==> src/rtl/load_store_unit.sv <==
// Load/store unit: byte/half/word accesses to a word-wide synchronous RAM, sub-word stores by read-modify-write.
// Define LSU_MISALIGN_TRAP_EN to reject misaligned half/word accesses with err; otherwise they are aligned down.
module load_store_unit (
  input  logic        clk,
  input  logic        reset,
  input  logic        start,
  input  logic        is_store,
  input  logic [1:0]  size,
  input  logic        unsigned_ld,
  input  logic [31:0] addr,
  input  logic [31:0] wdata,
  output logic        busy,
  output logic        done,
  output logic        err,
  output logic [31:0] rdata,
  output logic [9:0]  mem_addr,
  output logic [31:0] mem_din,
  output logic        mem_ren,
  output logic        mem_wen,
  input  logic [31:0] mem_dout
);

  typedef enum logic [2:0] {
    S_IDLE = 3'd0,
    S_RD   = 3'd1,
    S_LDX  = 3'd2,
    S_MRG  = 3'd3,
    S_WR   = 3'd4
  } state_t;

  state_t      state_q;
  logic        is_store_q;
  logic [1:0]  size_q;
  logic        unsigned_q;
  logic [11:0] addr_q;
  logic [31:0] wdata_q;
  logic        done_q;
  logic        err_q;
  logic [31:0] rdata_q;
  logic        ren_q;
  logic        wen_q;

  // Address bits above the 4 KiB window never reach the memory.
  logic unused_addr_hi;
  assign unused_addr_hi = ^addr[31:12];

  logic reject;
`ifdef LSU_MISALIGN_TRAP_EN
  logic misalign;
  assign misalign = ((size == 2'b10) && (addr[1:0] != 2'b00)) ||
                    ((size == 2'b01) && addr[0]);
  assign reject   = (size == 2'b11) || misalign;
`else
  assign reject   = (size == 2'b11);
`endif

  // Byte lanes touched by the latched request; addr[0] is ignored for halves.
  logic [3:0]  lane_en;
  logic [31:0] wdata_rep;
  always_comb begin
    lane_en   = 4'b1111;
    wdata_rep = wdata_q;
    case (size_q)
      2'b00: begin
        lane_en   = 4'b0001 << addr_q[1:0];
        wdata_rep = {4{wdata_q[7:0]}};
      end
      2'b01: begin
        lane_en   = addr_q[1] ? 4'b1100 : 4'b0011;
        wdata_rep = {2{wdata_q[15:0]}};
      end
      default: begin
        lane_en   = 4'b1111;
        wdata_rep = wdata_q;
      end
    endcase
  end

  // Lanes not addressed keep the old memory contents; a word store takes wdata wholesale.
  logic [31:0] merged;
  for (genvar gi = 0; gi < 4; gi++) begin : g_lane
    assign merged[8*gi +: 8] = lane_en[gi] ? wdata_rep[8*gi +: 8] : mem_dout[8*gi +: 8];
  end

  logic [7:0]  ld_byte;
  logic [15:0] ld_half;
  logic [31:0] ld_val;
  always_comb begin
    ld_byte = mem_dout[7:0];
    case (addr_q[1:0])
      2'b00:   ld_byte = mem_dout[7:0];
      2'b01:   ld_byte = mem_dout[15:8];
      2'b10:   ld_byte = mem_dout[23:16];
      default: ld_byte = mem_dout[31:24];
    endcase
    ld_half = addr_q[1] ? mem_dout[31:16] : mem_dout[15:0];
    case (size_q)
      2'b00:   ld_val = {{24{~unsigned_q & ld_byte[7]}}, ld_byte};
      2'b01:   ld_val = {{16{~unsigned_q & ld_half[15]}}, ld_half};
      default: ld_val = mem_dout;
    endcase
  end

  always_ff @(posedge clk or posedge reset) begin
    if (reset) begin
      state_q    <= S_IDLE;
      is_store_q <= 1'b0;
      size_q     <= 2'b00;
      unsigned_q <= 1'b0;
      addr_q     <= 12'd0;
      wdata_q    <= 32'd0;
      done_q     <= 1'b0;
      err_q      <= 1'b0;
      rdata_q    <= 32'd0;
      ren_q      <= 1'b0;
      wen_q      <= 1'b0;
    end else begin
      done_q <= 1'b0;
      err_q  <= 1'b0;
      ren_q  <= 1'b0;
      wen_q  <= 1'b0;
      case (state_q)
        S_IDLE: begin
          if (start) begin
            is_store_q <= is_store;
            size_q     <= size;
            unsigned_q <= unsigned_ld;
            addr_q     <= addr[11:0];
            wdata_q    <= wdata;
            if (reject) begin
              done_q <= 1'b1;
              err_q  <= 1'b1;
            end else if (is_store && (size == 2'b10)) begin
              state_q <= S_WR;
              wen_q   <= 1'b1;
            end else begin
              state_q <= S_RD;
              ren_q   <= 1'b1;
            end
          end
        end
        S_RD: begin
          if (is_store_q) begin
            state_q <= S_MRG;
            wen_q   <= 1'b1;
          end else begin
            state_q <= S_LDX;
          end
        end
        S_LDX: begin
          rdata_q <= ld_val;
          done_q  <= 1'b1;
          state_q <= S_IDLE;
        end
        S_MRG, S_WR: begin
          done_q  <= 1'b1;
          state_q <= S_IDLE;
        end
        default: state_q <= S_IDLE;
      endcase
    end
  end

  assign busy     = (state_q != S_IDLE);
  assign done     = done_q;
  assign err      = err_q;
  assign rdata    = rdata_q;
  assign mem_addr = addr_q[11:2];
  assign mem_din  = merged;
  assign mem_ren  = ren_q;
  assign mem_wen  = wen_q;

endmodule

==> config.mk <==
export PLATFORM = sky130hd
export DESIGN_NAME = load_store_unit
export DESIGN_NICKNAME = d
export VERILOG_FILES = /design/src/rtl/load_store_unit.sv
export SDC_FILE = /design/constraint.sdc
export NUM_CORES = 1
export LEC_CHECK = 0
export ABC_AREA = 1
export BUFFER_PORTS_ARGS = -buffer_cell sky130_fd_sc_hd__buf_2
export CORE_ASPECT_RATIO = 1.25
export CORE_MARGIN = 2
export CORE_UTILIZATION = 44
export DETAILED_ROUTE_END_ITERATION = 7
export PLACE_DENSITY = 0.73
export SETUP_SLACK_MARGIN = 0.05
export SYNTH_ARGS = -nofsm -noshare
export SYNTH_HDL_FRONTEND = slang
export SYNTH_SLANG_ARGS = --single-unit
==> constraint.sdc <==
create_clock -name clk -period 6.67 [get_ports clk]
set_clock_uncertainty 0.05 [all_clocks]
set_input_delay 1.334 -clock clk [delete_from_list [all_inputs] [get_ports clk]]
set_output_delay 1.334 -clock clk [all_outputs]
set_load 0.005 [all_outputs]
==> flow_summary.ini <==
[floorplanning]
io-pin-count = 182
fp.dieW_um = 98.15
die-area_um2 = 11940
initial_core_util_pct = 44.41
fp-row-count = 43
die_h_um = 121.7
coreArea_um2 = 10980

[pwr]
clkPwrFrac_pct = 15.9
combPwrFrac_pct = 53.8
vdd_drop_max_mv = 0.3275
powerDensity_nw_per_um2 = 529.0
p_sw_mw = 1.432
finalPower_mw = 3.145
p_int_mw = 1.713
p_leak_nw = 3.329
sw_frac_of_total_pct = 45.53
pwr-share-seq_pct = 30.3

[sta]
finalSetupTns_ns = 0
min_period_over_period_pct = 63.62
rsz0062_at_grt = false
setup_ws_ns = 2.427
setup_violations = 0
worstMarginPinSlew_ns = 1.075
finalHoldViolations = 0
fmax_mhz = 235.7
drv_slew = 0
period_minus_slack_ns = 4.243
relSlewSlack_pct = 27.60

[critical_path]
reg2reg_depth = 8
cpMostUsedCell = o21ai_0
critical_path_depth = 6
critPathCaptureType = primary output
r2r_start = size_q[1]$_DFFE_PP0P_
startpoint = size_q[0]$_DFFE_PP0P_
critPathMaxStageDelay_ns = 0.86
r2r_end = rdata[6]$_DFFE_PP0P_
rrSetupSlack_ns = 4.48
crit_fanout = 15
critPathBufInv = 3
critPathKind = flop to primary output
cp-start-kind = flop
crit_slowest_cell = o21ai_0
crit_family = compound AO/OA/AOI/OAI gates
required_ns = 5.29
path_cells = nor2_4, inv_2, o21ai_0, inv_1, o21ai_0, buf_2
crit_end = mem_din[15]
arrival_ns = 2.86

[synth]
yosys_warnings = 0
synth_mux_area_share_pct = 0
yosysTopAreaCellShare_pct = 44.66
synth-seq-area-share_pct = 44.66
yosys-top-cells-area = dfrtp_1, nand2_1, o21ai_0
synth_adder_area_share_pct = 0
yosysMostFrequentCell = nand2_1
synth_top_family_by_area = simple AND/OR/NAND/NOR gates
synthSimpleGateAreaFrac_pct = 33.86
netlist_area_um2 = 4875
yosysTopAreaCell = dfrtp_1
ys_seq_elements = 87
synth_edf_count = 0
ys_async_sr_fraction_pct = 100.0
synth_ff_type = dfrtp_1
synth_compound_area_share_pct = 12.19
synthDistinctLibCells = 25
syn_inst = 699
synth_nets = 802
synth.avg_cell_area_um2 = 6.974
synth-xor-area-share_pct = 0
synthTopCellsByCount = nand2_1, dfrtp_1, o21ai_0

[placement]
hpwl_um = 10660
gp_congestion = 0.8820
dp_slack_ns = 2.869
io_buffers = 161
placedCellCount = 958
postPlaceCellArea_um2 = 5654

[global_routing]
top_usage_layer = met2
grt_max_degree = 60
gr-total-overflow = 0
grtUsageMet3_pct = 4.418
grt_pass1_wl_um = 23140
grt_util_all_layers_pct = 24.73
first_global_vias = 4518
antenna_found_initial = 0
met2_usage_pct = 40.84
gr-usage-met1_pct = 32.21

[clock_tree]
root_buffer = clkbuf_16
numCtsBuffers = 9
post_cts_buffers = 0
clk-insertion-delay-late_ns = 0.35
cts-resized-gates = 0
clk_pin_slew_ns = 0.06
clk_path_buf_depth = 2
cts_sinks = 87
cts_tree = done
cts.htree.levels = 3
holdBufCountCts = 0

[finish]
antenna_cells = 0
final_cells = 974
fin_nets = 937
final_area_um2 = 5946
area_delta_synth_final_pct = 21.97
drive_gt1_share_pct = 25.63

[drt]
vias = 4899
drt-total-wl_um = 14650
vias_per_cell = 5.030
avgRoutedWirePerCell_um = 15.04
ant_nets = 0
drtIter0Drc = 312
route.detailed.drc = 0
first_pass_iters = 7

[hold_path]
hp-start = wdata_q[23]$_DFFE_PP0P_
min_path_type = flop to flop
holdPathStages = 2

[outcome]
outcome = finished clean

[job]
drv_cap = 0
metal layers:
metal | part of all wire (%) | vias to the layer above
met5 | 0 | -
met4 | 2.9 | 0
met3 | 7.3 | 29
met2 | 48 | 201
met1 | 42 | 2207
li1 | - | 2462
final cells by class:
class	instances	area, um2
fillers	1152	5030
multi-input cells	512	2250
flip-flops and latches	87	2177
repair buffers	165	835.8
clock buffers	11	232.7
inverters	59	222.7
well taps	135	168.9
clock inverters	5	58.81
flip-flops by register name (all words and copies together), names as in the netlist:
register	cells
err	1
addr_q	12
is_store_q	1
unsigned_q	1
wdata_q	32
mem_wen	1
state_q	3
mem_ren	1
size_q	2
done	1
rdata	32
power by group through the flow:
stage	Clock (mW)	Combinational (mW)	Sequential, mW
after detailed placement	0	1.68	0.958
after CTS	0.506	1.69	0.954
after floorplan	0	1.16	0.913
final	0.499	1.69	0.954
after global placement	0	1.65	0.953
after global routing	0.536	1.92	0.984
worst min-delay path, delay by kind of cell (launching register included):
family        cells  cell delay (ns)
flops             1             0.34
simple gates      2             0.09
worst min path at each step:
| stage | slack (ns) | end |
|---|---|---|
| after floorplan | 0.39 | wdata_q[27]$_DFFE_PP0P_ |
| after global placement | 0.40 | addr_q[10]$_DFFE_PP0P_ |
| after detailed placement | 0.41 | addr_q[8]$_DFFE_PP0P_ |
| after CTS | 0.43 | wdata_q[23]$_DFFE_PP0P_ |
| after global routing | 0.45 | state_q[1]$_DFFE_PP0P_ |
| final | 0.42 | wdata_q[23]$_DFFE_PP0P_ |
placed cells by master, fill, tap and decap left out, types with 3 or more instances in the layout:
cell	instances
inv_2	6
buf_2	161
o211ai_1	3
o21ai_0	54
clkbuf_16	9
dfrtp_1	87
nor2_2	3
inv_1	52
nand3_1	48
a31oi_1	8
nor2_1	29
nand2_1	293
buf_4	4
or2_2	18
a21oi_1	43
cells by family after synthesis:
logic type,after synthesis
and+or+nand+nor,399
buffers and inverters,100
DFF,87
AOI/OAI and AO/OA,113
per-stage QoR:
stage,utilization (%),hold WS (ns)
after floorplan,-,0.3922
after global placement,51.52,0.4036
after detailed placement,51.52,0.4093
after CTS,54.17,0.4261
after global routing,54.17,0.4474
final,54.17,0.4211
(Power assumes the default switching activity.)
